--- src/rtl/conv1d_param_coprocessor.sv ---
// conv1d_param_coprocessor: full linear 1D convolution Z = X * Y (unsigned).
// X and Y come from external synchronous-read RAMs (1-cycle latency).
// Each result is written to an external Z RAM.
// Optional macro CONV_SATURATION_EN clamps dataZ at 2^DATA_WIDTH_Z-1.
// Without it, dataZ is the truncated accumulator.
module conv1d_param_coprocessor #(
  parameter int DATA_WIDTH_X = 8,
  parameter int ADDR_WIDTH_X = 5,
  parameter int DATA_WIDTH_Y = 8,
  parameter int ADDR_WIDTH_Y = 5,
  parameter int DATA_WIDTH_Z = 16,
  parameter int ADDR_WIDTH_Z = 6
) (
  input  logic                    clk,
  input  logic                    rst,
  input  logic                    start,
  input  logic [ADDR_WIDTH_X-1:0] sizeX,
  input  logic [ADDR_WIDTH_Y-1:0] sizeY,
  input  logic [DATA_WIDTH_X-1:0] dataX,
  input  logic [DATA_WIDTH_Y-1:0] dataY,
  output logic [ADDR_WIDTH_X-1:0] memX_addr,
  output logic [ADDR_WIDTH_Y-1:0] memY_addr,
  output logic [DATA_WIDTH_Z-1:0] dataZ,
  output logic [ADDR_WIDTH_Z-1:0] memZ_addr,
  output logic                    writeZ,
  output logic                    busy,
  output logic                    done,
  output logic                    err
);
  localparam int PW = DATA_WIDTH_X + DATA_WIDTH_Y;
  localparam int AW = PW + ADDR_WIDTH_X;
  localparam int MW = (ADDR_WIDTH_X > ADDR_WIDTH_Y) ? ADDR_WIDTH_X : ADDR_WIDTH_Y;
  // Index width is wide enough for L and for the Z RAM depth 2^ADDR_WIDTH_Z.
  localparam int CW = ((MW > ADDR_WIDTH_Z) ? MW : ADDR_WIDTH_Z) + 2;
  localparam logic [CW-1:0] Z_DEPTH = {{(CW-1){1'b0}}, 1'b1} << ADDR_WIDTH_Z;

  typedef enum logic [2:0] {IDLE, CHECK, FETCH, DRAIN, WRITE, DONE} state_t;

  state_t        state;
  logic          prevStart;
  logic [CW-1:0] szX, szY, n, k, kEnd;
  logic [CW-1:0] len, nNext;
  logic [AW-1:0] acc, accNext;
  logic [PW-1:0] prod;
  logic          firstTerm, termVld, termFirst;
  logic [DATA_WIDTH_Z-1:0] zVal;

  // First and last kernel index that overlaps the signal for output nv.
  function automatic logic [CW-1:0] kLo(input logic [CW-1:0] nv, input logic [CW-1:0] sy);
    return (nv >= sy) ? nv - sy + 1'b1 : '0;
  endfunction
  function automatic logic [CW-1:0] kHi(input logic [CW-1:0] nv, input logic [CW-1:0] sx);
    return (nv < sx) ? nv : sx - 1'b1;
  endfunction

  assign len   = szX + szY - 1'b1;
  assign nNext = n + 1'b1;
  assign prod  = {{DATA_WIDTH_Y{1'b0}}, dataX} * {{DATA_WIDTH_X{1'b0}}, dataY};
  // The RAM data for a term arrives one cycle after its address.
  // termFirst restarts the sum for a new output.
  assign accNext = (termFirst ? '0 : acc) + {{ADDR_WIDTH_X{1'b0}}, prod};

`ifdef CONV_SATURATION_EN
  localparam int EW = (AW > DATA_WIDTH_Z) ? AW : DATA_WIDTH_Z;
  logic [EW-1:0] accExt, zMax;
  assign accExt = EW'(accNext);
  assign zMax   = EW'({DATA_WIDTH_Z{1'b1}});
  assign zVal   = (accExt > zMax) ? '1 : DATA_WIDTH_Z'(accExt);
`else
  assign zVal   = DATA_WIDTH_Z'(accNext);
`endif

  // Control FSM with registered outputs, address generation and accumulation.
  always_ff @(posedge clk) begin
    if (rst) begin
      state     <= IDLE;
      prevStart <= 1'b0;
      busy      <= 1'b0;
      done      <= 1'b0;
      err       <= 1'b0;
      writeZ    <= 1'b0;
      memX_addr <= '0;
      memY_addr <= '0;
      memZ_addr <= '0;
      dataZ     <= '0;
      szX       <= '0;
      szY       <= '0;
      n         <= '0;
      k         <= '0;
      kEnd      <= '0;
      acc       <= '0;
      firstTerm <= 1'b0;
      termVld   <= 1'b0;
      termFirst <= 1'b0;
    end else begin
      prevStart <= start;
      done      <= 1'b0;
      writeZ    <= 1'b0;
      termVld   <= 1'b0;
      if (termVld) acc <= accNext;
      case (state)
        IDLE: if (start && !prevStart) begin
          state <= CHECK;
          busy  <= 1'b1;
          err   <= 1'b0;
          szX   <= CW'(sizeX);
          szY   <= CW'(sizeY);
        end
        CHECK: begin
          if (szX == '0 || szY == '0) begin
            state <= DONE;
            busy  <= 1'b0;
            done  <= 1'b1;
          end else if (len > Z_DEPTH) begin
            state <= DONE;
            busy  <= 1'b0;
            done  <= 1'b1;
            err   <= 1'b1;
          end else begin
            n         <= '0;
            k         <= '0;
            kEnd      <= '0;
            memX_addr <= '0;
            memY_addr <= '0;
            firstTerm <= 1'b1;
            state     <= FETCH;
          end
        end
        FETCH: begin
          termVld   <= 1'b1;
          termFirst <= firstTerm;
          firstTerm <= 1'b0;
          if (k == kEnd) begin
            state <= DRAIN;
          end else begin
            k         <= k + 1'b1;
            memX_addr <= ADDR_WIDTH_X'(k + 1'b1);
            memY_addr <= memY_addr - 1'b1;
          end
        end
        DRAIN: begin
          state     <= WRITE;
          writeZ    <= 1'b1;
          memZ_addr <= ADDR_WIDTH_Z'(n);
          dataZ     <= zVal;
        end
        WRITE: begin
          if (n == len - 1'b1) begin
            state <= DONE;
            busy  <= 1'b0;
            done  <= 1'b1;
          end else begin
            n         <= nNext;
            k         <= kLo(nNext, szY);
            kEnd      <= kHi(nNext, szX);
            memX_addr <= ADDR_WIDTH_X'(kLo(nNext, szY));
            memY_addr <= ADDR_WIDTH_Y'(nNext - kLo(nNext, szY));
            firstTerm <= 1'b1;
            state     <= FETCH;
          end
        end
        DONE:    state <= IDLE;
        default: state <= IDLE;
      endcase
    end
  end
endmodule

--- config.mk ---
export PLATFORM = sky130hd
export DESIGN_NAME = conv1d_param_coprocessor
export DESIGN_NICKNAME = d
export VERILOG_FILES = /design/src/rtl/conv1d_param_coprocessor.sv
export SDC_FILE = /design/constraint.sdc
export NUM_CORES = 1
export LEC_CHECK = 0
export ABC_AREA = 1
export CAP_MARGIN = 10
export CORE_ASPECT_RATIO = 1.4
export CORE_MARGIN = 2
export CORE_UTILIZATION = 54
export CTS_CLUSTER_SIZE = 20
export DETAILED_ROUTE_END_ITERATION = 12
export PLACE_DENSITY = 0.79
export SLEW_MARGIN = 10
export SYNTH_ARGS = -nofsm -noshare
export SYNTH_HDL_FRONTEND = slang
export SYNTH_SLANG_ARGS = --single-unit
export TNS_END_PERCENT = 30
--- constraint.sdc ---
create_clock -name clk -period 5.5 [get_ports clk]
set_clock_uncertainty 0.15 [all_clocks]
set_input_delay 1.375 -clock clk [delete_from_list [all_inputs] [get_ports clk]]
set_output_delay 1.375 -clock clk [all_outputs]
set_load 0.02 [all_outputs]
### Word level (Yosys, flattened, before mapping)

Cells that the tools add are included.

| word-level totals | value |
|---|---|
| logic and storage cells | 111 |
| register bits | 98 |
| bits of input ports | 29 |
| output and inout bits | 36 |

| operators by class | value |
|---|---|
| equality and inequality tests | 15 |
| multiplexer cells | 45 |
| magnitude comparators | 3 |
| reductions and logical operators | 17 |
| multiply operators | 1 |
| add/subtract/negate cells | 11 |

Operator list:

| operator | count |
|---|---|
| $mux W8 | 8 |
| $pmux W8 S2 | 2 |
| $mux W5 | 6 |
| $pmux W5 S3 | 2 |
| $add A8 B1 Y8 const B | 3 |
| $pmux W8 S3 | 1 |
| $add A21 B16 Y21 | 1 |
| $mux W21 | 1 |
| $eq A8 B8 Y1 | 2 |
| $logic_not A8 Y1 | 2 |
| $mul A8 B8 Y16 | 1 |
| $ne A2 B2 Y1 const B | 8 |
| $reduce_and A4 Y1 | 4 |
| $mux W1 | 15 |
| $mux W3 | 5 |
| $pmux W3 S5 | 1 |
| $ge A8 B5 Y1 | 1 |
| $gt A8 B7 Y1 const B | 1 |
| $lt A8 B5 Y1 | 1 |
| $sub A7 B2 Y8 const B | 1 |
| $sub A8 B5 Y8 | 1 |
| $sub A6 B1 Y7 const B | 1 |
| $add A5 B5 Y6 | 1 |
| $eq A3 B2 Y1 const B | 2 |
| other kinds (16) | 21 |

### Logic depth before layout (Yosys ltp)

| logic depth | value |
|---|---|
| depth after elaboration | 7 |
| mapped depth | 27 |
| depth with buffers taken out | 27 |

### Worst setup path after synthesis

Ideal clock, no wire load.

| timing path | value |
|---|---|
| kind | in2reg |
| from | in dataX[5] |
| to | reg dataZ[13] |
| data required time | 5.292 ns |
| slack | -0.033 ns |
| cell stages on the path | 19 |
| buffers on the path | 1 |
| setup time | 0.058 ns |
| arrival time | 5.325 ns |
| path through | clkbuf_1 -> nand2_1 -> fa_1 -> inv_1 -> fa_1 -> inv_1 -> fa_1 -> fa_1 -> inv_1 -> ha_1 -> a21oi_1 -> o21ai_0 -> nand2_1 -> nand2_1 -> a31o_2 -> or2_2 -> nand3_1 -> o211ai_1 -> inv_1 |

| between the ends | value |
|---|---|
| cells in the longest elaborated chain, start to end | 2 |

Ends and longest elaborated chain:

| element | RTL line | RTL |
|---|---|---|
| from (decl) | 19 | `input logic [DATA_WIDTH_X-1:0] dataX,` |
| $mul A8 B8 Y16 | 58 | `assign prod = {{DATA_WIDTH_Y{1'b0}}, dataX} * {{DATA_WIDTH_X{1'b0}}, dataY};` |
| $add A21 B16 Y21 | 61 | `assign accNext = (termFirst ? '0 : acc) + {{ADDR_WIDTH_X{1'b0}}, prod};` |
| to (signal assigned) | 145 | `dataZ <= zVal;` |
| to (decl) | 23 | `output logic [DATA_WIDTH_Z-1:0] dataZ,` |

Every way passes these cells.
A chain may end at the register's enable or synchronous reset.

### Final worst setup path

| timing path | value |
|---|---|
| from | in dataX[2] |
| to | reg dataZ[12] |

Same word-level chain as after synthesis.

==> flow_metrics.py <==
metrics = {
    "global_routing": {
        "grt_start_max_net_pins": 54,
        "grt-ovfl-total": 0,
        "antenna_found_initial": 0,
        "grt_pass1_wl_um": 32100,
        "grt_pass1_vias": 7156,
        "grt.total_usage_pct": 25.1,
    },
    "die": {
        "io_pins": 65,
        "die_area_um2": 15700,
        "start_util_pct": 55.0,
        "die_h_um": 148,
        "placementRows": 52,
        "fp.dieW_um": 107,
        "fp.coreArea_um2": 14400,
    },
    "cts": {
        "cts_hold_buffers": 0,
        "cts_tree": "done",
        "cts_sinks": 88,
        "clk_latency_ns": 0.35,
        "htreeDepth": 3,
        "cts_buffers": 9,
        "clockBufferDepth": 2,
        "root_buffer": "clkbuf_16",
        "path_clk_slew_ns": 0.07,
    },
    "route": {
        "wl_per_cell_um": 13.6,
        "route.final.wire_length_um": 19200,
        "routed-via-count": 7187,
        "drc": 0,
        "initialDrtViolationCount": 344,
        "drt_first_pass_iters": 5,
        "ant_nets": 0,
        "vias_per_cell": 5.09,
    },
    "synthesis": {
        "synth_seq_area_share_pct": 22.2,
        "ys_warn_count": 0,
        "synth_compound_area_share_pct": 12.1,
        "synth_seq_cells": 88,
        "synth_area_um2": 7950,
        "yosys.area_share.simple_pct": 22.6,
        "syn_inst": 1137,
        "ys.flop_type": "dfxtp_1",
        "synthArstFlopShare_pct": 0,
        "synth_area_per_cell_um2": 6.99,
        "synth_nets": 1292,
        "synth.distinct_cells": 48,
        "synth_xor_area_share_pct": 3.20,
        "synth_edf_count": 0,
        "synth_top_family_by_area": "adder cells",
        "synth_mux_area_share_pct": 0,
        "synthAdderAreaFrac_pct": 24.9,
    },
    "setup_path": {
        "worstSetupPathType": "primary input to flop",
        "cp-start-kind": "primary input",
        "critPathBufInv": 6,
        "ff2ff_path_depth": 19,
        "required_ns": 5.64,
        "max_stage_delay_ns": 0.59,
        "crit_path_top_delay_cell": "fa_1",
        "cp_top_family": "adder cells",
        "crit_chain": "dlygate4sd2_1 > buf_4 > nand2_1 > inv_1 > fa_1 > fa_1 > fa_1 > inv_2 > fa_2 > inv_1 > ha_4 > a21oi_2 > o21ai_2 > a21oi_2 > o211a_1 > or2_4 > nand3_2 > o211ai_1 > inv_1",
        "cp_max_fo": 5,
        "r2r_setup_slack_ns": 0.86,
        "crit_arrival_ns": 5.50,
        "worst-path-stages": 19,
        "end_kind": "flop",
    },
    "placement": {
        "dp_hpwl_um": 15000,
        "dpl_cell_area_um2": 8970,
        "portBuffers": 64,
        "globalplace.congestion": 0.929,
    },
    "finish": {
        "fin_area_um2": 9430,
        "drive_above_1_share_pct": 10.7,
        "synthToLayoutAreaGrowth_pct": 18.7,
        "antennaDiodeCount": 0,
        "fin_util_pct": 65.3,
        "fill_cells": 1284,
        "final_net_count": 1374,
    },
    "sta": {
        "slew_headroom_pct": 38.8,
        "hold_viol_final": 0,
        "whs_ns": 0.307,
        "fmax_mhz": 187,
        "finalCritPeriodShare_pct": 97.4,
        "tns_ns": 0,
        "timing.final.crit_period_ns": 5.36,
        "setup_viol": 0,
        "worst_pin_slew_ns": 0.912,
        "drv_slew": 0,
    },
    "pwr": {
        "p_leak_nw": 4.96,
        "powerDensity_nw_per_um2": 653,
        "vdd_drop_max_uv": 371,
        "finalPower_mw": 6.16,
    },
    "worst_hold_path": {
        "hold_path_class": "flop to flop",
        "holdPathStages": 2,
    },
    "run_status": {
        "outcome": "finished clean",
    },
    "flow_run": {
        "max_cap_viol_count": 0,
    },
}
## cell usage in the layout (no fill, tap or decap), drive strengths merged, types with 3 or more instances in the layout
cell type and n:
a21oi 67, a31oi 3, buf 55, clkbuf 16, clkdlybuf4s50 48, clkinv 4, dfxtp 88, dlygate4sd2 8
fa 54, ha 72, inv 254, nand2 220, nand3 59, nand3b 5, nand4 9, nor2 113
nor3 4, o211ai 10, o21a 4, o21ai 74, o31ai 3, or2 5, xnor2 15, xor2 14
## metrics by stage
stage / instances / setup slack, ns
final: 1413 / 0.145
after global routing: 1413 / -0.0207
after CTS: 1409 / 0.00909
after detailed placement: 1393 / -0.704
after global placement: 1393 / -0.627
after floorplan: 1137 / 0.00117
## area by class of cell
class,count,area [µm²],area share [%]
clock inverter,6,50.0,0.531
sequential,88,1760,18.7
inverter,253,951,10.1
clock buffer,10,239,2.53
multi-input combinational,748,5170,54.8
timing repair buffer,119,1030,10.9
tap,189,236,2.51
## synthesized netlist by cell type (2+ instances only)
cell      instances  share of area (%)
nand4_1           8               0.63
nand2_2           5               0.39
nand3_2           4               0.50
o21ai_1          21                1.3
buf_4             5               0.47
nor2_1          110                5.2
nor2_2            2               0.16
o22ai_1           2               0.16
a21oi_1          67                4.2
clkbuf_1         33                1.6
nand3b_1          5               0.47
a22oi_1           2               0.19
dfxtp_1          88                 22
xnor2_1          15                1.7
buf_6             4               0.57
nor3_1            4               0.25
xor2_1           14                1.5
nand3_1          55                3.5
a31oi_1           3               0.24
a21o_1            2               0.19
inv_2             2              0.095
nand2_1         210                9.9
a211oi_1          2               0.19
nand2_4           5               0.71
fa_1             54                 14
buf_2             4               0.25
or2_2             5               0.39
o21ai_0          53                3.3
o211ai_1         10               0.94
ha_1             72                 11
o31ai_1           3               0.28
o21a_1            4               0.38
inv_1           249                 12
## kinds of logic (layout without fill, tap and decap cells)
group / after synthesis / in the layout
adders and majority gates: 126 / 126
DFF: 88 / 88
xor gates and xnor gates: 29 / 29
AOI/OAI and AO/OA: 175 / 175
buffers and inverters: 301 / 388
and+or+nand+nor: 418 / 418
## flip-flops by register name, indices dropped and copies added (netlist names), 3 cells and up
| signal | cells |
|---|---|
| szY | 5 |
| memY_addr | 5 |
| szX | 5 |
| kEnd | 8 |
| dataZ | 16 |
| n | 8 |
| state | 3 |
| acc | 16 |
| memX_addr | 4 |
| memZ_addr | 6 |
| k | 4 |
## where the power goes
group / switching (mW) / internal, mW
Clock: 0.271 / 0.325
Combinational: 2.68 / 1.90
Sequential: 0.158 / 0.817
## routing by layer
layer	global-route usage, %	part of all wire (%)
met1	26.8	39
met3	3.00	2.8
met2	49.1	55
met4	10.5	3.2
met5	0	0
## tightest hold or removal path: cells and delay by family, from the launching register on
kind | cells | cell delay (ns)
DFF | 1 | 0.30
buffers and inverters | 1 | 0.06
AOI/OAI and AO/OA | 1 | 0.05
## repair_timing
| action | in CTS | in global routing |
|---|---|---|
| buffers inserted | 0 | 4 |
| pin swaps | 3 | 14 |
| resized for setup | 29 | 39 |
| endpoints found under the setup margin | 16 | 14 |
## worst paths after layout
kind	endpoint	start
min reg2reg	acc[0]	acc[0]
min	acc[0]	acc[0]
max	dataZ[12]	dataX[2]
max reg2reg	dataZ[12]	termFirst
Note: power is estimated with default switching activity, not from simulation.
